### src/rtl/dual_cmos_pattern_gen.sv
// dual_cmos_pattern_gen: synthetic frame-synchronous dual RGB565 camera source
// with the expected fused pixel, for bring-up of the dual-sensor fusion path.
module dual_cmos_pattern_gen #(
    parameter int H_ACT   = 640,
    parameter int H_BLANK = 160,
    parameter int V_ACT   = 480,
    parameter int V_BLANK = 20
) (
    input  logic        sys_clk,
    input  logic        sys_rst_n,
    input  logic        enable,
    input  logic [1:0]  pat0_sel,
    input  logic [1:0]  pat1_sel,
    output logic        cmos_vsync,
    output logic        cmos_href,
    output logic [15:0] cmos0_data,
    output logic [15:0] cmos1_data,
    output logic [15:0] exp_fusion,
    output logic [15:0] frame_cnt,
    output logic        frame_done
);
    localparam logic [15:0] H_LAST  = 16'(H_ACT + H_BLANK - 1);
    localparam logic [15:0] H_END   = 16'(H_ACT);
    localparam logic [15:0] VB_LAST = 16'(V_BLANK - 1);
    localparam logic [15:0] VA_LAST = 16'(V_ACT - 1);
    localparam logic [15:0] BAR_W   = 16'(H_ACT / 8);
    localparam logic [15:0] BARS [8] = '{16'hFFFF, 16'hFFE0, 16'h07FF, 16'h07E0,
                                         16'hF81F, 16'hF800, 16'h001F, 16'h0000};

    typedef enum logic [1:0] {IDLE, VSYNC, VBLANK, ACTIVE} state_t;

    state_t      state;
    logic [15:0] h_cnt, v_cnt;
    logic [1:0]  sel0, sel1;
    logic        line_end, vb_done, frame_end, pix;
    logic [2:0]  bar;
    logic [15:0] p0, p1, fuse;

    // x and y arrive pre-shifted by 2, so bit 2 is the 16-pixel checker bit
    function automatic logic [15:0] pattern(input logic [1:0] sel, input logic [2:0] b,
                                            input logic [5:0] x, input logic [5:0] y);
        return sel == 2'd0 ? BARS[b] :
               sel == 2'd1 ? {x[5:1], x, x[5:1]} :
               sel == 2'd2 ? {y[5:1], y, y[5:1]} : {16{x[2] ^ y[2]}};
    endfunction

    function automatic logic [15:0] fuse565(input logic [15:0] a, input logic [15:0] c);
        return {5'((6'(a[15:11]) + 6'(c[15:11])) >> 1),
                6'((7'(a[10:5]) + 7'(c[10:5])) >> 1),
                5'((6'(a[4:0]) + 6'(c[4:0])) >> 1)};
    endfunction

    always_comb begin
        line_end  = h_cnt == H_LAST;
        vb_done   = state == VBLANK && line_end && v_cnt == VB_LAST;
        frame_end = state == ACTIVE && line_end && v_cnt == VA_LAST;
        pix       = state == ACTIVE && h_cnt < H_END;
        bar       = 3'(h_cnt / BAR_W);
        p0        = pattern(sel0, bar, h_cnt[7:2], v_cnt[7:2]);
        p1        = pattern(sel1, bar, h_cnt[7:2], v_cnt[7:2]);
        fuse      = fuse565(p0, p1);
    end

    always_ff @(posedge sys_clk) begin
        if (!sys_rst_n) begin
            state      <= IDLE;
            h_cnt      <= '0;
            v_cnt      <= '0;
            sel0       <= '0;
            sel1       <= '0;
            cmos_vsync <= 1'b0;
            cmos_href  <= 1'b0;
            cmos0_data <= '0;
            cmos1_data <= '0;
            exp_fusion <= '0;
            frame_cnt  <= '0;
            frame_done <= 1'b0;
        end else begin
            cmos_vsync <= state == VSYNC;
            cmos_href  <= pix;
            cmos0_data <= pix ? p0 : '0;
            cmos1_data <= pix ? p1 : '0;
            exp_fusion <= pix ? fuse : '0;
            frame_done <= frame_end;
            frame_cnt  <= frame_cnt + 16'(frame_end);
            h_cnt      <= state == IDLE || line_end ? '0 : h_cnt + 16'd1;
            v_cnt      <= state == IDLE || (line_end && state == VSYNC) || vb_done || frame_end
                          ? '0 : v_cnt + 16'(line_end);
            // selects change only when a new frame begins
            if (state == IDLE || frame_end) begin
                state <= enable ? VSYNC : IDLE;
                if (enable) begin
                    sel0 <= pat0_sel;
                    sel1 <= pat1_sel;
                end
            end else if (state == VSYNC && line_end)
                state <= VBLANK;
            else if (vb_done)
                state <= ACTIVE;
        end
    end
endmodule
### config.mk
export PLATFORM = sky130hd
export DESIGN_NAME = dual_cmos_pattern_gen
export DESIGN_NICKNAME = d
export VERILOG_FILES = /design/src/rtl/dual_cmos_pattern_gen.sv
export SDC_FILE = /design/constraint.sdc
export NUM_CORES = 1
export LEC_CHECK = 0
export CAP_MARGIN = 20
export CORE_MARGIN = 2
export CORE_UTILIZATION = 32
export DETAILED_ROUTE_END_ITERATION = 16
export HOLD_SLACK_MARGIN = 0.1
export SYNTH_ARGS = -nofsm -noshare
export SYNTH_HDL_FRONTEND = slang
export SYNTH_SLANG_ARGS = --single-unit
### constraint.sdc
create_clock -name sys_clk -period 6.5 [get_ports sys_clk]
set_input_delay 1.3 -clock sys_clk [delete_from_list [all_inputs] [get_ports sys_clk]]
set_output_delay 1.3 -clock sys_clk [all_outputs]
set_load 0.02 [all_outputs]
==> impl_metrics.tcl, run 1 <==
set metrics [dict create \
    outcome "complete, no violations" \
    crit_family "compound AO/OA/AOI/OAI gates" \
    rows 49 \
    syn-num-nets 732 \
    antenna_found_initial 0 \
    crit_chain "or4b_1 > a31oi_1 > a211oi_1 > buf_4 > a2111oi_0 > o31ai_1 > o211a_1 > a32oi_1 > o2111a_1 > o211ai_1 > o311a_1 > a2111oi_2 > inv_2 > nand2_1 > ha_1 > inv_1 > or3_1 > o32ai_1 > or4_1 > nand3_1" \
    coreArea_um2 17800 \
    path_clk_slew_ns 0.07 \
    power_per_cell_area_nw_per_um2 197 \
    drv_cap 0 \
    syn_area_um2 5750 \
    dpl.hpwl_um 10300 \
    post_cts_buffers 0 \
    multiInputGateArea_um2 3370 \
    path_max_fanout 15 \
    dieArea_um2 19000 \
    tightestPinTransition_ns 0.769 \
    hold_viol_final 0 \
    seqCellArea_um2 2100 \
    max_clock_freq_mhz 187 \
    synth-seq-cells 105 \
    period_minus_slack_ns 5.35 \
    end_kind "flip-flop" \
    ys_seq_area_frac 0.366 \
    yosys_warnings 0 \
    synth-edff-count 0 \
    yosys.area.top_type "dfxtp_1" \
    drtAntennaViolNets 0 \
    grt.total_usage 0.146 \
    cts-resized-gates 0 \
    clk_latency_ns 0.35 \
    slew_violations 0 \
    io_buffer_count 73 \
    max_stage_delay_ns 0.59 \
    ioPinCount 74 \
    n_antenna_cell 0 \
    crit_required_ns 6.79 \
    period_share 0.823 \
    cp.arrival_ns 5.64 \
    p_leak_nw 2.49 \
    synth_cell_types 78 \
    fillers 1851 \
    cts-hold-fix-buffers 0 \
    synthFlopType "dfxtp_1" \
    clkSinkCount 105 \
    drc 0 \
    setup_slack_ns 1.15 \
    grt_pass1_vias 4737 \
    place_ws_ns 1.25 \
    htreeDepth 3 \
    synth_top_cell_area_share 0.366 \
    drive_gt1_frac 0.0577 \
    drt-pass1-iter-count 4 \
    critPathLaunchType "flip-flop" \
    grt_max_degree 25 \
    async_flop_share 0 \
    grt_pass1_wl_um 23400 \
    crit_slowest_cell "a2111oi_0" \
    setup_tns_ns 0 \
    rsz0062_at_grt "false" \
    avgSynthCellArea_um2 8.17 \
    worstSetupPathType "flip-flop to flip-flop" \
    tritoncts "built" \
    cts-buffers-inserted 9 \
    die_x_um 138 \
    setup_viol 0 \
    routed_wl_um 13900 \
    synth_cells 703 \
    wl_per_cell_um 14.0 \
    slew_headroom 0.487 \
    critPathBufInv 3 \
    ir_worst_vdd_v 0.000136 \
    nets 786 \
    root_buffer "clkbuf_16" \
    worst_hold_path_type "flip-flop to flip-flop" \
    routed_via_density 5.24 \
    gp_congestion 0.850 \
    die_y_um 138 \
    ys_top_cells_by_area "dfxtp_1 37%, nor2_1 6.4%, nand2_1 4.9%" \
    syn_to_final_growth_pct 21.1 \
    clockBufferDepth 2 \
    dr.first_iter.drc_count 415 \
    overflow 0 \
    vias 5193 \
    clock_skew_ns 0.00833 \
    start_util 0.323 \
]
## cell usage after synthesis (4+ instances only)
cell / number
or3_1: 6
a211oi_1: 6
inv_1: 29
o211ai_1: 6
and3_1: 10
nand4_1: 12
nor2_1: 98
nor2b_1: 4
xor2_1: 19
nand3_1: 26
or4_1: 5
a21oi_1: 40
o31a_1: 4
nor3_1: 18
and2_1: 12
clkbuf_1: 28
o21ai_0: 25
xnor2_1: 29
dfxtp_1: 105
a31oi_1: 4
mux2i_1: 6
nand2b_1: 8
a211o_1: 6
nor4_1: 7
a22oi_1: 8
ha_1: 19
nand2_1: 75
## sequential cells by signal, summed over array words and instances (netlist names)
register	count
frame_done	1
cmos0_data	16
cmos_href	1
state	2
sel1	2
exp_fusion	16
cmos1_data	16
cmos_vsync	1
h_cnt	16
v_cnt	16
frame_cnt	16
sel0	2
## cells by family after synthesis
family / share of synthesized area
flops: 0.366
simple gates: 0.249
fa+ha+maj: 0.0518
xor+xnor: 0.0732
compound gates: 0.201
buf+inv: 0.0470
mux: 0.0124
## metrics by stage
stage	utilization	power [W]	cells	area, µm²	hold slack [ns]
5_1_grt	0.391	0.00144	991	6960	0.510
2_1_floorplan	-	0.000799	703	5750	0.430
4_1_cts	0.391	0.00138	991	6960	0.473
3_3_place_gp	0.374	0.000835	975	6650	0.446
3_5_place_dp	0.374	0.000836	975	6650	0.456
6_report	0.391	0.00137	991	6960	0.472
## per-layer routing
| layer | track usage | up-vias | routed length [µm] |
|---|---|---|---|
| met3 | 0.0350 | 20 | 772 |
| li1 | - | 2604 | - |
| met1 | 0.204 | 2425 | 6730 |
| met4 | 0.0510 | 0 | 294 |
| met5 | 0 | - | 0 |
| met2 | 0.222 | 144 | 6060 |
## final timing paths
path | end | startpoint | slack (ns) | cells past startpoint
max reg2reg | exp_fusion[2]$_SDFF_PN0_ | h_cnt[14]$_SDFF_PP0_ | 1.15 | 20
min | h_cnt[0]$_SDFF_PP0_ | h_cnt[0]$_SDFF_PP0_ | 0.47 | 1
min reg2reg | h_cnt[0]$_SDFF_PP0_ | h_cnt[0]$_SDFF_PP0_ | 0.47 | 1
max | exp_fusion[2]$_SDFF_PN0_ | h_cnt[14]$_SDFF_PP0_ | 1.15 | 20
## layout by cell type, fill, tap and decap left out, drive strengths merged, types with 5 or more instances in the layout
cell type / Yosys / layout
dfxtp: 105 / 105
nor2: 99 / 99
nand2: 75 / 75
clkdlybuf4s50: 0 / 73
a21oi: 41 / 41
inv: 31 / 32
xnor2: 29 / 29
o21ai: 28 / 28
nand3: 26 / 26
xor2: 19 / 19
ha: 19 / 19
nor3: 18 / 18
and2: 14 / 14
nand4: 13 / 13
and3: 10 / 10
clkbuf: 28 / 9
o211ai: 9 / 9
nand2b: 8 / 8
a22oi: 8 / 8
nor4: 7 / 7
a211o: 6 / 6
a211oi: 6 / 6
or3: 6 / 6
mux2i: 6 / 6
clkinv: 3 / 6
a2111oi: 6 / 6
or4: 5 / 5
nor2b: 5 / 5
## layout make-up
| class | instances | area share |
|---|---|---|
| tap | 229 | 0.0412 |
| timing repair buffer | 77 | 0.109 |
| sequential | 105 | 0.302 |
| clock inverter | 7 | 0.0115 |
| inverter | 34 | 0.0183 |
| clock buffer | 9 | 0.0324 |
| multi-input combinational | 530 | 0.485 |
## where the power goes
part | leakage [nW] | switching [W] | internal, W
Combinational | 1.50 | 0.0000996 | 0.0000686
Clock | 0.142 | 0.000245 | 0.000302
Sequential | 0.846 | 0.00000921 | 0.000646
No activity file was read; power rests on OpenSTA's default activity.
==> run 2: changes to the inputs <==
- clock period: 6.5 -> 4.5 ns (I/O delays scaled with it)
==> impl_metrics.tcl, run 2 (same netlist as run 1, synthesis figures left out) <==
set metrics [dict create \
    crit_family "compound AO/OA/AOI/OAI gates" \
    fin_total_pwr_w 0.00206 \
    antenna_found_initial 0 \
    clockBufferDepth 2 \
    die_y_um 138 \
    worstSetupPathType "flip-flop to flip-flop" \
    path_depth 20 \
    p_leak_nw 3.00 \
    fillers 1752 \
    max_stage_delay_ns 0.58 \
    gr-usage-met1 0.222 \
    die_x_um 138 \
    clkSinkCount 105 \
    drv_cap 0 \
    setup_slack_ns -0.125 \
    nets 877 \
    gp_congestion 0.875 \
    routed_via_density 5.06 \
    drtAntennaViolNets 0 \
    clock_skew_ns 0.00888 \
    setup_viol 4 \
    path_clk_slew_ns 0.07 \
    critPathBufInv 3 \
    cp.arrival_ns 4.93 \
    drt-pass1-iter-count 5 \
    dp_cells 1051 \
    outcome "complete, but fails checks" \
    end_kind "flip-flop" \
    rows 49 \
    hold_viol_final 0 \
    dieArea_um2 19000 \
    crit_required_ns 4.80 \
    place_ws_ns -0.232 \
    busiest_layer "met2" \
    rsz0062_at_grt "true" \
    stdcell_count 1082 \
    multiInputGateArea_um2 3730 \
    io_buffer_count 73 \
    hold_depth 1 \
    htreeDepth 3 \
    clk_latency_ns 0.35 \
    root_buffer "clkbuf_16" \
    crit_slowest_cell "or4b_1" \
    dr.first_iter.drc_count 288 \
    seqCellArea_um2 2110 \
    grt_pass1_vias 5176 \
    drive_gt1_frac 0.213 \
    slew_headroom 0.391 \
    tightestPinTransition_ns 0.913 \
    power_per_cell_area_nw_per_um2 258 \
    coreArea_um2 17800 \
    grt.total_usage 0.159 \
    period_share 1.03 \
    syn_to_final_growth_pct 39.2 \
    final_cell_mix "102 x dfxtp_1, 95 x nor2_1, 88 x buf_4" \
    period_minus_slack_ns 4.62 \
    use_met3 0.0256 \
    drc 0 \
    slew_violations 0 \
    hold_slack_ns 0.475 \
    critPathLaunchType "flip-flop" \
    worst_hold_path_type "flip-flop to flip-flop" \
    max_clock_freq_mhz 216 \
    tritoncts "built" \
    violations "negative setup slack" \
    crit_chain "or4b_1 > a31oi_4 > a211o_1 > o32ai_2 > o221a_1 > o211ai_4 > buf_4 > o211ai_1 > o2111a_2 > a211oi_2 > a21oi_4 > a2111oi_4 > inv_2 > nand2_2 > ha_4 > inv_2 > or3_4 > nor2_2 > or4_1 > nand3_1" \
    cp_common_cell "inv_2" \
    path_max_fanout 6 \
    start_util 0.323 \
    cts-hold-fix-buffers 0 \
    grt_util_met2 0.251 \
    vias 5476 \
    ioPinCount 74 \
    n_antenna_cell 0 \
    wl_per_cell_um 14.1 \
    grt_pass1_wl_um 25400 \
    grt_max_degree 27 \
    r2r_cells 20 \
    cts-buffers-inserted 9 \
    routed_wl_um 15300 \
    overflow 0 \
    final_common_cell "dfxtp_1" \
    dpl.hpwl_um 11200 \
    ir_worst_vdd_v 0.000204 \
]
==> run 2: changes by cell type in the layout (fill, tap and decap cells not counted), moves of 4 or more <==
cell,delta
a21oi_1,-4
nand2_1,-6
ha_1,-6
buf_4,+84
buf_6,+6
nand2_2,+5
ha_4,+6
==> run 2: path summary, 6_finish.rpt <==
check	from	to	slack, ns
max	h_cnt[14]$_SDFF_PP0_	exp_fusion[2]$_SDFF_PN0_	-0.12
min	h_cnt[0]$_SDFF_PP0_	h_cnt[0]$_SDFF_PP0_	0.48
max reg2reg	h_cnt[14]$_SDFF_PP0_	exp_fusion[2]$_SDFF_PN0_	-0.12
min reg2reg	h_cnt[0]$_SDFF_PP0_	h_cnt[0]$_SDFF_PP0_	0.48
==> run 2: layer usage <==
layer	vias to the layer above	wire (µm)
met1	2548	7580
met4	0	187
met3	19	557
met5	-	0
met2	121	6970
li1	2788	-
==> run 2: cell type report <==
type,count,area share
clock buffers,9,0.0282
repair buffers,168,0.183
well taps,229,0.0358
inverters,34,0.0160
flip-flops and latches,105,0.264
multi-input cells,530,0.466
clock inverters,7,0.00782
==> run 2: repair_timing <==
| item | 4_1_cts | 5_1_grt |
|---|---|---|
| resized for setup | 33 | 35 |
| setup buffers | 9 | 6 |
| setup endpoints to repair | 9 | 13 |
| pin swaps | 17 | 21 |
| gates cloned | 0 | 1 |
==> run 2: where the power goes <==
group,total (W),leakage [nW],switching (W),internal [W]
sequential,0.000947,0.848,0.0000148,0.000933
combinational,0.000347,2.01,0.000174,0.000173
clock,0.000766,0.141,0.000379,0.000386
total,0.00206,3.00,0.000568,0.00149
==> run 2: metrics by stage <==
stage,TNS [ns],utilization,instance area [µm²]
2_1_floorplan,0,-,5800
3_3_place_gp,-0.772,0.409,7270
3_5_place_dp,-0.951,0.409,7270
4_1_cts,-0.143,0.437,7770
5_1_grt,-1.51,0.450,8000
6_report,-0.312,0.450,8000
